[src/rtl/shift_sequencer_if.sv]
// shift_sequencer_if: start/busy/done handshake and operand/result bus of the shift sequencer.
interface shift_sequencer_if #(
    parameter int AMT_W = 4
);
    logic             start;
    logic [15:0]      in;
    logic [1:0]       op;
    logic [AMT_W-1:0] amount;
    logic             busy;
    logic             done;
    logic [15:0]      out;

    modport master (
        output start, in, op, amount,
        input  busy, done, out
    );

    modport slave (
        input  start, in, op, amount,
        output busy, done, out
    );
endinterface

[src/rtl/shift_sequencer.sv]
// shift_sequencer: multi-cycle N-bit shift built on one 16-bit single-step shifter.
// Defining SHIFT_SEQ_FAST4_EN adds a 4-bit step used while the remaining count is >= 4.
module shift_sequencer #(
    parameter int AMT_W = 4
) (
    input logic               clk,
    input logic               reset,
    shift_sequencer_if.slave  bus
);
    typedef enum logic [1:0] {S_IDLE, S_SHIFT, S_DONE} state_t;

    state_t           r_state;
    state_t           w_next;
    logic [AMT_W-1:0] r_cnt;
    logic [AMT_W-1:0] w_cnt_nxt;
    logic [AMT_W-1:0] w_load_cnt;
    logic [1:0]       r_op;
    logic [1:0]       w_op_nxt;
    logic [15:0]      r_out;
    logic [15:0]      w_out_nxt;

    // 00 pass, 01 LSL1, 10 LSR1, 11 ASR1
    function automatic logic [15:0] shift1(input logic [15:0] d, input logic [1:0] o);
        return (o == 2'b01) ? {d[14:0], 1'b0} :
               (o == 2'b10) ? {1'b0, d[15:1]} :
               (o == 2'b11) ? {d[15], d[15:1]} : d;
    endfunction

`ifdef SHIFT_SEQ_FAST4_EN
    logic w_fast;

    function automatic logic [15:0] shift4(input logic [15:0] d, input logic [1:0] o);
        return (o == 2'b01) ? {d[11:0], 4'b0000} :
               (o == 2'b10) ? {4'b0000, d[15:4]} :
               (o == 2'b11) ? {{4{d[15]}}, d[15:4]} : d;
    endfunction

    assign w_fast = r_cnt >= AMT_W'(4);
`endif

    // A pass op never needs shift cycles, so it goes straight to DONE.
    assign w_load_cnt = (bus.op == 2'b00) ? '0 : bus.amount;

    always_ff @(posedge clk) begin
        if (reset) begin
            r_state <= S_IDLE;
            r_cnt   <= '0;
            r_op    <= 2'b00;
            r_out   <= 16'h0000;
        end else begin
            r_state <= w_next;
            r_cnt   <= w_cnt_nxt;
            r_op    <= w_op_nxt;
            r_out   <= w_out_nxt;
        end
    end

    always_comb begin
        w_next    = r_state;
        w_cnt_nxt = r_cnt;
        w_op_nxt  = r_op;
        w_out_nxt = r_out;
        case (r_state)
            S_IDLE: begin
                if (bus.start) begin
                    w_out_nxt = bus.in;
                    w_op_nxt  = bus.op;
                    w_cnt_nxt = w_load_cnt;
                    w_next    = (w_load_cnt == '0) ? S_DONE : S_SHIFT;
                end
            end
            S_SHIFT: begin
`ifdef SHIFT_SEQ_FAST4_EN
                w_out_nxt = w_fast ? shift4(r_out, r_op) : shift1(r_out, r_op);
                w_cnt_nxt = r_cnt - (w_fast ? AMT_W'(4) : AMT_W'(1));
`else
                w_out_nxt = shift1(r_out, r_op);
                w_cnt_nxt = r_cnt - AMT_W'(1);
`endif
                w_next    = (w_cnt_nxt == '0) ? S_DONE : S_SHIFT;
            end
            S_DONE:  w_next = S_IDLE;
            default: w_next = S_IDLE;
        endcase
    end

    assign bus.busy = r_state != S_IDLE;
    assign bus.done = r_state == S_DONE;
    assign bus.out  = r_out;
endmodule

[src/flat_wrapper.sv]
// flat-port wrapper written by rule: the top's interface ports become plain ports
module shift_sequencer_flat 
#(
    parameter int AMT_W = 4
)
  (clk, reset, bus_start, bus_in, bus_op, bus_amount, bus_busy, bus_done, bus_out);
  shift_sequencer_if #(.AMT_W(AMT_W)) bus_i ();
  input logic clk;
  input logic reset;
  input wire logic [$bits(bus_i.start)-1:0] bus_start;
  input wire logic [$bits(bus_i.in)-1:0] bus_in;
  input wire logic [$bits(bus_i.op)-1:0] bus_op;
  input wire logic [$bits(bus_i.amount)-1:0] bus_amount;
  output wire logic [$bits(bus_i.busy)-1:0] bus_busy;
  output wire logic [$bits(bus_i.done)-1:0] bus_done;
  output wire logic [$bits(bus_i.out)-1:0] bus_out;
  assign bus_i.start = bus_start;
  assign bus_i.in = bus_in;
  assign bus_i.op = bus_op;
  assign bus_i.amount = bus_amount;
  assign bus_busy = bus_i.busy;
  assign bus_done = bus_i.done;
  assign bus_out = bus_i.out;
  shift_sequencer #(.AMT_W(AMT_W)) u_core (.clk(clk), .reset(reset), .bus(bus_i));
endmodule
[config.mk]
export PLATFORM = sky130hd
export DESIGN_NAME = shift_sequencer_flat
export DESIGN_NICKNAME = d
export VERILOG_FILES = /design/src/rtl/shift_sequencer_if.sv /design/src/rtl/shift_sequencer.sv /design/src/flat_wrapper.sv
export SDC_FILE = /design/constraint.sdc
export NUM_CORES = 1
export LEC_CHECK = 0
export BUFFER_PORTS_ARGS = -buffer_cell sky130_fd_sc_hd__buf_2
export CORE_ASPECT_RATIO = 1.75
export CORE_MARGIN = 2
export CORE_UTILIZATION = 50
export DETAILED_ROUTE_END_ITERATION = 16
export GPL_ROUTABILITY_DRIVEN = 0
export PLACE_DENSITY_LB_ADDON = 0.3
export SETUP_SLACK_MARGIN = 0.1
export SYNTH_ARGS = -nofsm -noshare
export SYNTH_HDL_FRONTEND = slang
export SYNTH_SLANG_ARGS = --single-unit
export TNS_END_PERCENT = 1
[constraint.sdc]
create_clock -name clk -period 1.8 [get_ports clk]
set_clock_uncertainty 0.1 [all_clocks]
set_input_delay 0.54 -clock clk [delete_from_list [all_inputs] [get_ports clk]]
set_output_delay 0.54 -clock clk [all_outputs]
set_load 0.02 [all_outputs]
; After elaboration in Yosys (flattened, before gate mapping)
; Index checks and enable logic that the tools add are counted.
[totals]
reg_bits = 24
latch_bits = 0
mem_bits_rw = 0
romBits = 0
in_bits = 25
out_inout_bits = 18
elab_cells = 36
mem_count = 0
[op_classes]
addsub = 1
n_mul = 0
n_div = 0
order_cmp = 0
eq_ne = 8
shift = 0
mux = 12
n_bitwise = 0
n_reduce_logical = 10
[op_table]
columns = cell, n
row1 = $mux 16, 3
row2 = $pmux 16 s2, 1
row3 = $mux 15, 1
row4 = $logic_not 4->1, 2
row5 = $mux 4, 2
row6 = $pmux 4 s2, 1
row7 = $eq 2x2->1 const B, 3
row8 = $mux 2, 3
row9 = $reduce_and 3->1, 2
row10 = $eq 2x1->1 const B, 2
row11 = $logic_not 2->1, 2
row12 = $ne 4x1->1 const B, 1
row13 = $pmux 2 s2, 1
row14 = $reduce_and 2->1, 2
row15 = $reduce_bool 2->1, 2
row16 = $sub 4x1->4 const B, 1
row17 = $ne 3x1->1 const B, 1
row18 = $ne 2x2->1 const B, 1

; Longest topological paths before layout
; Gate-level depths: netlist of run 1.
[depth]
depth_word = 6
ltp_mapped = 8
depth_no_buf = 6

; Worst setup path before layout of run 1
; No wires, ideal clock.
[synth_path]
path_kind = register to register
startpoint = register u_core.r_op[0]
endpoint = register u_core.r_out[5], in the netlist u_core.bus.out[5]
setup_ps = 118
t_arrival_ps = 1333
t_required_ps = 1582
slack_ps = 249
path_stages_with_launch = 8
path_buffers = 1
period_less_slack_ps = 1551
cell_sequence = dfxtp_1 -> inv_1 -> ha_1 -> and3b_1 -> nor3_2 -> nor2_2 -> buf_6 -> o2bb2ai_1
[synth_between]
elab_chain_len = 4
word_cells_on_any_way = 8
cone_classes = 4 x eq/ne / 3 x mux / 1 x reduce/logical
[synth_lines]
columns = element, line_no
row1 = "start, declared", shift_sequencer.sv:17  ; logic [1:0] r_op;
row2 = "start signal, assigned", shift_sequencer.sv:53  ; r_op <= w_op_nxt;
row3 = $eq 2x2->1, shift_sequencer.sv:25  ; (o == 2'b10) ? {1'b0, d[15:1]} :
row4 = $mux 16, shift_sequencer.sv:25
row5 = $mux 16, shift_sequencer.sv:24  ; return (o == 2'b01) ? {d[14:0], 1'b0} :
row6 = $pmux 16 s2, shift_sequencer.sv:63  ; case (r_state)
row7 = "end signal, assigned", shift_sequencer.sv:54  ; r_out <= w_out_nxt;
row8 = "end, declared", shift_sequencer.sv:19  ; logic [15:0] r_out;
; Several ways; a longest one is shown, not always the timed one. The select of a mux whose other input is x is not followed.
; A chain may end at the register's enable or synchronous reset.

; Final worst setup path of run 1
[layout_path]
startpoint = register u_core.r_state[1]
endpoint = output bus_busy
[layout_between]
elab_chain_len = 1
[layout_lines]
columns = element, line_no
row1 = "start, declared", shift_sequencer.sv:12  ; state_t r_state;
row2 = "start signal, assigned", shift_sequencer.sv:51  ; r_state <= w_next;
row3 = $reduce_bool 2->1, shift_sequencer.sv:87  ; assign bus.busy = r_state != S_IDLE;
row4 = "end, declared", flat_wrapper.sv:14  ; output wire logic [$bits(bus_i.busy)-1:0] bus_busy;
; Every way passes these cells.

==> results of run 1 <==
[logic make-up after synthesis]
group | synth area share
AOI/OAI and AO/OA | 0.248
adders and majority gates | 0.0447
buffers and inverters | 0.0688
DFF | 0.343
muxes | 0.100
and+or+nand+nor | 0.195
[metal layers]
| layer | part of all wire | up-vias | wire [um] |
|---|---|---|---|
| met1 | 0.40 | 642 | 1420 |
| met3 | 0.038 | 7 | 135 |
| met2 | 0.54 | 40 | 1900 |
| met5 | 0 | - | 0 |
| li1 | - | 694 | - |
| met4 | 0.021 | 0 | 75 |
[worst register-to-register path, delay by kind of cell, from the launching register on]
family / cells / cell delay [ns]
DFF: 1 / 0.36
buffers and inverters: 2 / 0.22
AOI/OAI and AO/OA: 1 / 0.11
and+or+nand+nor: 3 / 0.58
adders and majority gates: 1 / 0.19
[path summary, 6_finish.rpt]
kind,to,start,slack (ns)
worst max register to register,u_core.bus.out[4],u_core.r_op[0],0.13
worst max-delay path,bus_busy,u_core.r_state[1],0.12
worst min register to register,u_core.bus.out[4],u_core.bus.out[4],0.41
worst min-delay path,u_core.bus.out[4],u_core.bus.out[4],0.41
[power groups by stage]
stage          clock network [mW]  registers (mW)  logic, mW
3_5_place_dp                    0           0.655      0.390
6_report                    0.473           0.642      0.462
2_1_floorplan                   0           0.684      0.239
5_1_grt                     0.502           0.650      0.508
3_3_place_gp                    0           0.652      0.376
4_1_cts                     0.484           0.640      0.403
[flip-flops by register name, indices dropped and copies added (netlist names)]
name,flops
u_core.bus.out,16
u_core.r_cnt,4
u_core.r_op,2
u_core.r_state,2
[final cells by class]
class,count,area share
inverters,5,0.0101
well taps,27,0.0181
multi-input cells,125,0.479
clock inverters,1,0.0161
repair buffers,55,0.190
clock buffers,3,0.0221
flip-flops and latches,24,0.265
[stage by stage]
stage | total power [mW] | setup slack (ns) | utilization
after floorplan | 0.923 | 0.249 | -
after global placement | 1.03 | 0.111 | 0.601
after detailed placement | 1.05 | 0.0155 | 0.601
after global routing | 1.66 | 0.0632 | 0.693
final | 1.58 | 0.118 | 0.693
after CTS | 1.53 | 0.0873 | 0.637
[timing repair]
item / in CTS / in global routing
setup buffers: 2 / 5
endpoints found under the setup margin: 17 / 18
pin swaps: 0 / 5
gates cloned: 0 / 1
resized for setup: 4 / 19
[layout by cell type, fill, tap and decap left out, drive strengths merged, types with 2 or more instances in the layout]
cell / n
inv: 5
a21oi: 23
buf: 54
o21bai: 2
o21ai: 3
nor2: 29
clkbuf: 4
dfxtp: 24
mux2i: 14
o2bb2ai: 14
or2: 4
a31oi: 3
nand2b: 2
ha: 5
nand2: 6
nor3: 3
==> metrics.csv, run 1 <==
stage,metric,value,unit
outcome,status,"finished, final reports clean",
logic_synthesis,synth_most_common_cell,nor2_1,
logic_synthesis,yosys-top-cells-area,"dfxtp_1 34%, mux2i_1 10%, o2bb2ai_1 8.8%, a21oi_1 8.2%, nor2_1 7.2%",
timing,fin_tns_setup,0,ns
floorplan,ios,43,
power_and_ir_drop,pwr-share-seq,0.407,
power_and_ir_drop,power.internal,1.09,mW
logic_synthesis,ys_types,39,
critical_path,cp_data_required_time,1.16,ns
detailed_routing,wl,3.54,mm
grt,grt.busiest_layer,met2,
detailed_routing,num_vias,1383,
clock_tree,htreeDepth,1,
cells_and_area,nNetsFinal,244,
floorplan,dieArea,3260,um^2
logic_synthesis,synth_fp_nets,196,
timing,tightest_slew,0.375,ns
cells_and_area,layoutNonFillerInstCount,240,
logic_synthesis,ys_warn_count,0,
grt,grt_overflow_total,0,
critical_path,crit_chain,or2_2 -> buf_2,
place,dp.cells,228,
critical_path,r2r_cells,7,
grt,antenna_found_initial,0,
cells_and_area,final_area,1870,um^2
logic_synthesis,synthTopCellsByCount,"27 x nor2_1, 24 x dfxtp_1, 23 x a21oi_1, 14 x mux2i_1, 14 x o2bb2ai_1",
floorplan,core,2690,um^2
cells_and_area,final_layout_size_suffix_gt1_frac,0.376,
timing,period_needed,1.68,ns
critical_path,critPathArrivalTime,1.04,ns
timing,slew_headroom,0.750,
floorplan,start_util,0.520,
critical_path,critPathCaptureType,output pin,
cells_and_area,n_fill_cell,230,
place,portBuffers,42,
logic_synthesis,synth_seq_cells,24,
power_and_ir_drop,power.switching,0.486,mW
critical_path,slowest_stage,dfxtp_1,
hold_path,holdPathStages,1,
clock_tree,cts.sinks,24,
critical_path,path_depth,2,
power_and_ir_drop,leakage,0.780,nW
cells_and_area,register_area,494,um^2
cells_and_area,antenna_cells,0,
floorplan,rows,25,
critical_path,critPathMaxStageDelay,0.33,ns
timing,fin_crit_sh,0.934,
detailed_routing,drc,0,
clock_tree,clk_pin_slew,0.08,ns
place,dp.final_hpwl,2.51,mm
logic_synthesis,yosys.area.top_type,dfxtp_1,
power_and_ir_drop,peakVddDrop,0.000595,V
grt,use_met3,0.0218,
grt,gr-usage-met2,0.430,
critical_path,cp_top_family,flip-flops,
logic_synthesis,synth_area,1400,um^2
floorplan,die_w,44,um
detailed_routing,drtPass1Iterations,5,
timing,fin_hold_ws,0.411,ns
logic_synthesis,async_reset_ff_frac,0,
logic_synthesis,avgSynthCellArea,8.43,um^2
grt,grt_usage,0.236,
critical_path,startpoint_type,flip-flop,
power_and_ir_drop,swShare,0.308,
grt,grt.met1_usage,0.266,
detailed_routing,drt-wirelength-per-cell,14.7,um
critical_path,critPathKind,flip-flop to output pin,
clock_tree,cts_buffer_depth,2,
clock_tree,cts_hold_buffers,0,
timing,setup_viol,0,
critical_path,crit_buf_inv,1,
power_and_ir_drop,p_comb_frac,0.293,
logic_synthesis,postSynthCellCount,166,
power_and_ir_drop,p_per_area,845,nW/um^2
cells_and_area,area_growth,33.2,%
clock_tree,ctsRootBufferMaster,clkbuf_8,
detailed_routing,drtAntennaViolNets,0,
detailed_routing,drtIter0Drc,37,
job,max_cap_violations,0,
timing,final_hold_viol_count,0,
logic_synthesis,synth_top_area_share,0.343,
place,place_area,1620,um^2
clock_tree,clk_latency,0.27,ns
clock_tree,numCtsBuffers,3,
hold_path,hold_path_class,flip-flop to flip-flop,
power_and_ir_drop,power_frac_clock,0.300,
timing,rsz0062_at_grt,yes,
timing,slew_violations,0,
grt,grt_pass1_vias,1345,
critical_path,critPathMaxFanout,4,
grt,grt_max_degree,18,
logic_synthesis,yosysSeqAreaShare,0.343,
clock_tree,cts_tree,done,
logic_synthesis,ys_dominant_reg_cell,dfxtp_1,
cells_and_area,multi_input_area,893,um^2
logic_synthesis,synth-edff-count,0,
detailed_routing,vias_per_cell,5.76,
floorplan,die_h,74,um
grt,grt_pass1_wl,5.87,mm
timing,max_freq,595,MHz
Note: power is estimated with default switching activity, not from simulation.
==> inputs of run 2 (changes only) <==
- ABC_AREA: unset -> 1
- CORE_UTILIZATION: 50 -> 52
==> metrics.csv, run 2 <==
stage,metric,value,unit
outcome,status,"finished, final reports clean",
logic_synthesis,avgSynthCellArea,6.33,um^2
cells_and_area,layout_commonest_cell,nand2_1,
clock_tree,cts_buffer_depth,2,
floorplan,die_w,46.0,um
cells_and_area,area_growth,17.3,%
detailed_routing,drtPass1Iterations,4,
job,max_cap_violations,0,
critical_path,slowest_stage,dfxtp_1,
grt,antenna_found_initial,0,
critical_path,startpoint_type,flip-flop,
cells_and_area,final_cell_mix,"87 x nand2_1, 42 x buf_2, 32 x nand3_1",
place,dp.final_hpwl,2.81,mm
critical_path,cp_top_family,flip-flops,
logic_synthesis,yosys.area.top_type,dfxtp_1,
clock_tree,numCtsBuffers,3,
floorplan,ios,43,
power_and_ir_drop,power_frac_clock,0.212,
critical_path,critPathMaxFanout,5,
timing,tightest_slew,0.359,ns
detailed_routing,drt-wirelength-per-cell,11.7,um
power_and_ir_drop,pwr-share-seq,0.395,
grt,grt_overflow_total,0,
detailed_routing,num_vias,1668,
clock_tree,clk_latency,0.27,ns
logic_synthesis,synth_seq_cells,24,
critical_path,cp_data_required_time,1.16,ns
logic_synthesis,async_reset_ff_frac,0,
power_and_ir_drop,leakage,0.995,nW
grt,grt_usage,0.234,
power_and_ir_drop,p_per_area,927,nW/um^2
detailed_routing,drc,0,
critical_path,critPathArrivalTime,1.01,ns
detailed_routing,vias_per_cell,5.16,
floorplan,rows,26,
timing,fin_tns_setup,0,ns
floorplan,dieArea,3560,um^2
cells_and_area,n_fill_cell,299,
floorplan,core,2930,um^2
timing,final_hold_viol_count,0,
timing,max_freq,605,MHz
timing,slew_headroom,0.760,
logic_synthesis,synth-edff-count,0,
timing,slew_violations,0,
floorplan,die_h,77.4,um
timing,setup_viol,0,
cells_and_area,fin_util,0.641,
timing,fin_crit_sh,0.919,
grt,grt_pass1_vias,1546,
cells_and_area,layoutNonFillerInstCount,323,
critical_path,reg2reg_slack,0.19,ns
detailed_routing,wl,3.77,mm
power_and_ir_drop,p_comb_frac,0.394,
cells_and_area,antenna_cells,0,
cells_and_area,final_layout_size_suffix_gt1_frac,0.278,
detailed_routing,drtIter0Drc,32,
clock_tree,htreeDepth,1,
logic_synthesis,ys_warn_count,0,
cells_and_area,largest_reg_flops,16,
logic_synthesis,yosysSeqAreaShare,0.300,
logic_synthesis,synth_most_common_cell,nand2_1,
clock_tree,cts.sinks,24,
logic_synthesis,synthTopCellsByCount,"87 x nand2_1, 32 x nand3_1, 27 x inv_1, 24 x dfxtp_1, 19 x nor2_2",
critical_path,critPathCaptureType,output pin,
critical_path,crit_buf_inv,2,
clock_tree,clk_pin_slew,0.09,ns
power_and_ir_drop,power.switching,0.690,mW
place,portBuffers,42,
clock_tree,cts_tree,done,
logic_synthesis,postSynthCellCount,253,
detailed_routing,drtAntennaViolNets,0,
timing,period_needed,1.65,ns
logic_synthesis,synth_fp_nets,283,
clock_tree,ctsRootBufferMaster,clkbuf_8,
clock_tree,cts_setup_buffers,0,
grt,grt_max_degree,30,
cells_and_area,nNetsFinal,326,
logic_synthesis,synth_top_area_share,0.300,
power_and_ir_drop,swShare,0.396,
timing,rsz0062_at_grt,yes,
grt,grt_pass1_wl,6.46,mm
logic_synthesis,yosys-top-cells-area,"dfxtp_1 30%, nand2_1 20%, nand3_1 10%, nor2_2 7.4%, inv_1 6.3%",
floorplan,start_util,0.547,
power_and_ir_drop,peakVddDrop,0.000569,V
cells_and_area,final_area,1880,um^2
logic_synthesis,ys_dominant_reg_cell,dfxtp_1,
critical_path,critPathMaxStageDelay,0.37,ns
critical_path,critPathKind,flip-flop to output pin,
place,place_area,1810,um^2
power_and_ir_drop,power.internal,1.05,mW
place,dp.cells,319,
logic_synthesis,ys_types,24,
critical_path,crit_chain,nor2_4 -> inv_1 -> buf_2,
logic_synthesis,synth_area,1600,um^2
hold_path,hold_path_class,flip-flop to flip-flop,
run 2: power groups by stage:
stage | Sequential [mW] | Clock, mW | Combinational [mW]
global placement | 0.699 | 0 | 0.664
global route | 0.702 | 0.400 | 0.772
floorplan | 0.754 | 0 | 0.468
detailed placement | 0.700 | 0 | 0.678
finish | 0.687 | 0.368 | 0.686
CTS | 0.688 | 0.374 | 0.690
run 2: logic make-up (layout without fill, tap and decap cells):
kind of cell,count (synthesis),in the layout,synth area share
AND/OR/NAND/NOR,165,165,0.478
buffers and inverters,41,83,0.123
flip-flops,24,24,0.300
AO/OA/AOI/OAI,18,18,0.0594
adder cells (fa/ha/maj),5,5,0.0391
run 2: final timing paths:
kind                      from           endpoint  cells past startpoint
min reg2reg  u_core.bus.out[0]  u_core.bus.out[0]                      2
max          u_core.r_state[0]           bus_busy                      3
max reg2reg     u_core.r_op[0]  u_core.bus.out[0]                      9
min          u_core.bus.out[0]  u_core.bus.out[0]                      2
run 2: area by class of cell:
class / count / area [um^2] / area share
Sequential cell: 24 / 480 / 0.256
Timing Repair Buffer: 49 / 263 / 0.140
Inverter: 30 / 113 / 0.0600
Tap cell: 28 / 35.0 / 0.0187
Multi-Input combinational cell: 188 / 932 / 0.496
Clock buffer: 4 / 55.1 / 0.0293
run 2: per-layer routing:
layer | part of all wire | routed length (um) | GRT usage
met1 | 0.39 | 1480 | 0.249
met2 | 0.54 | 2040 | 0.426
met3 | 0.042 | 158 | 0.0279
met4 | 0.024 | 90 | 0.0971
met5 | 0 | 0 | 0
run 2: timing repair:
action / in CTS / in global routing
setup endpoints to repair: 3 / 9
gates resized for setup: 1 / 0
pin swaps: 0 / 1
hold buffers: 0 / 0
run 2: stage by stage:
| stage | power [mW] | hold slack [ns] | worst slack, ns |
|---|---|---|---|
| final | 1.74 | 0.398 | 0.147 |
| after global placement | 1.36 | 0.372 | 0.210 |
| after global routing | 1.87 | 0.405 | 0.0810 |
| after floorplan | 1.22 | 0.356 | 0.320 |
| after detailed placement | 1.38 | 0.393 | 0.131 |
| after CTS | 1.75 | 0.400 | 0.135 |
run 2: tightest hold or removal path: cells and delay by family, from the launching register on:
family / cells / cell delay (ns)
flops: 1 / 0.33
simple gates: 1 / 0.07
compound gates: 1 / 0.06
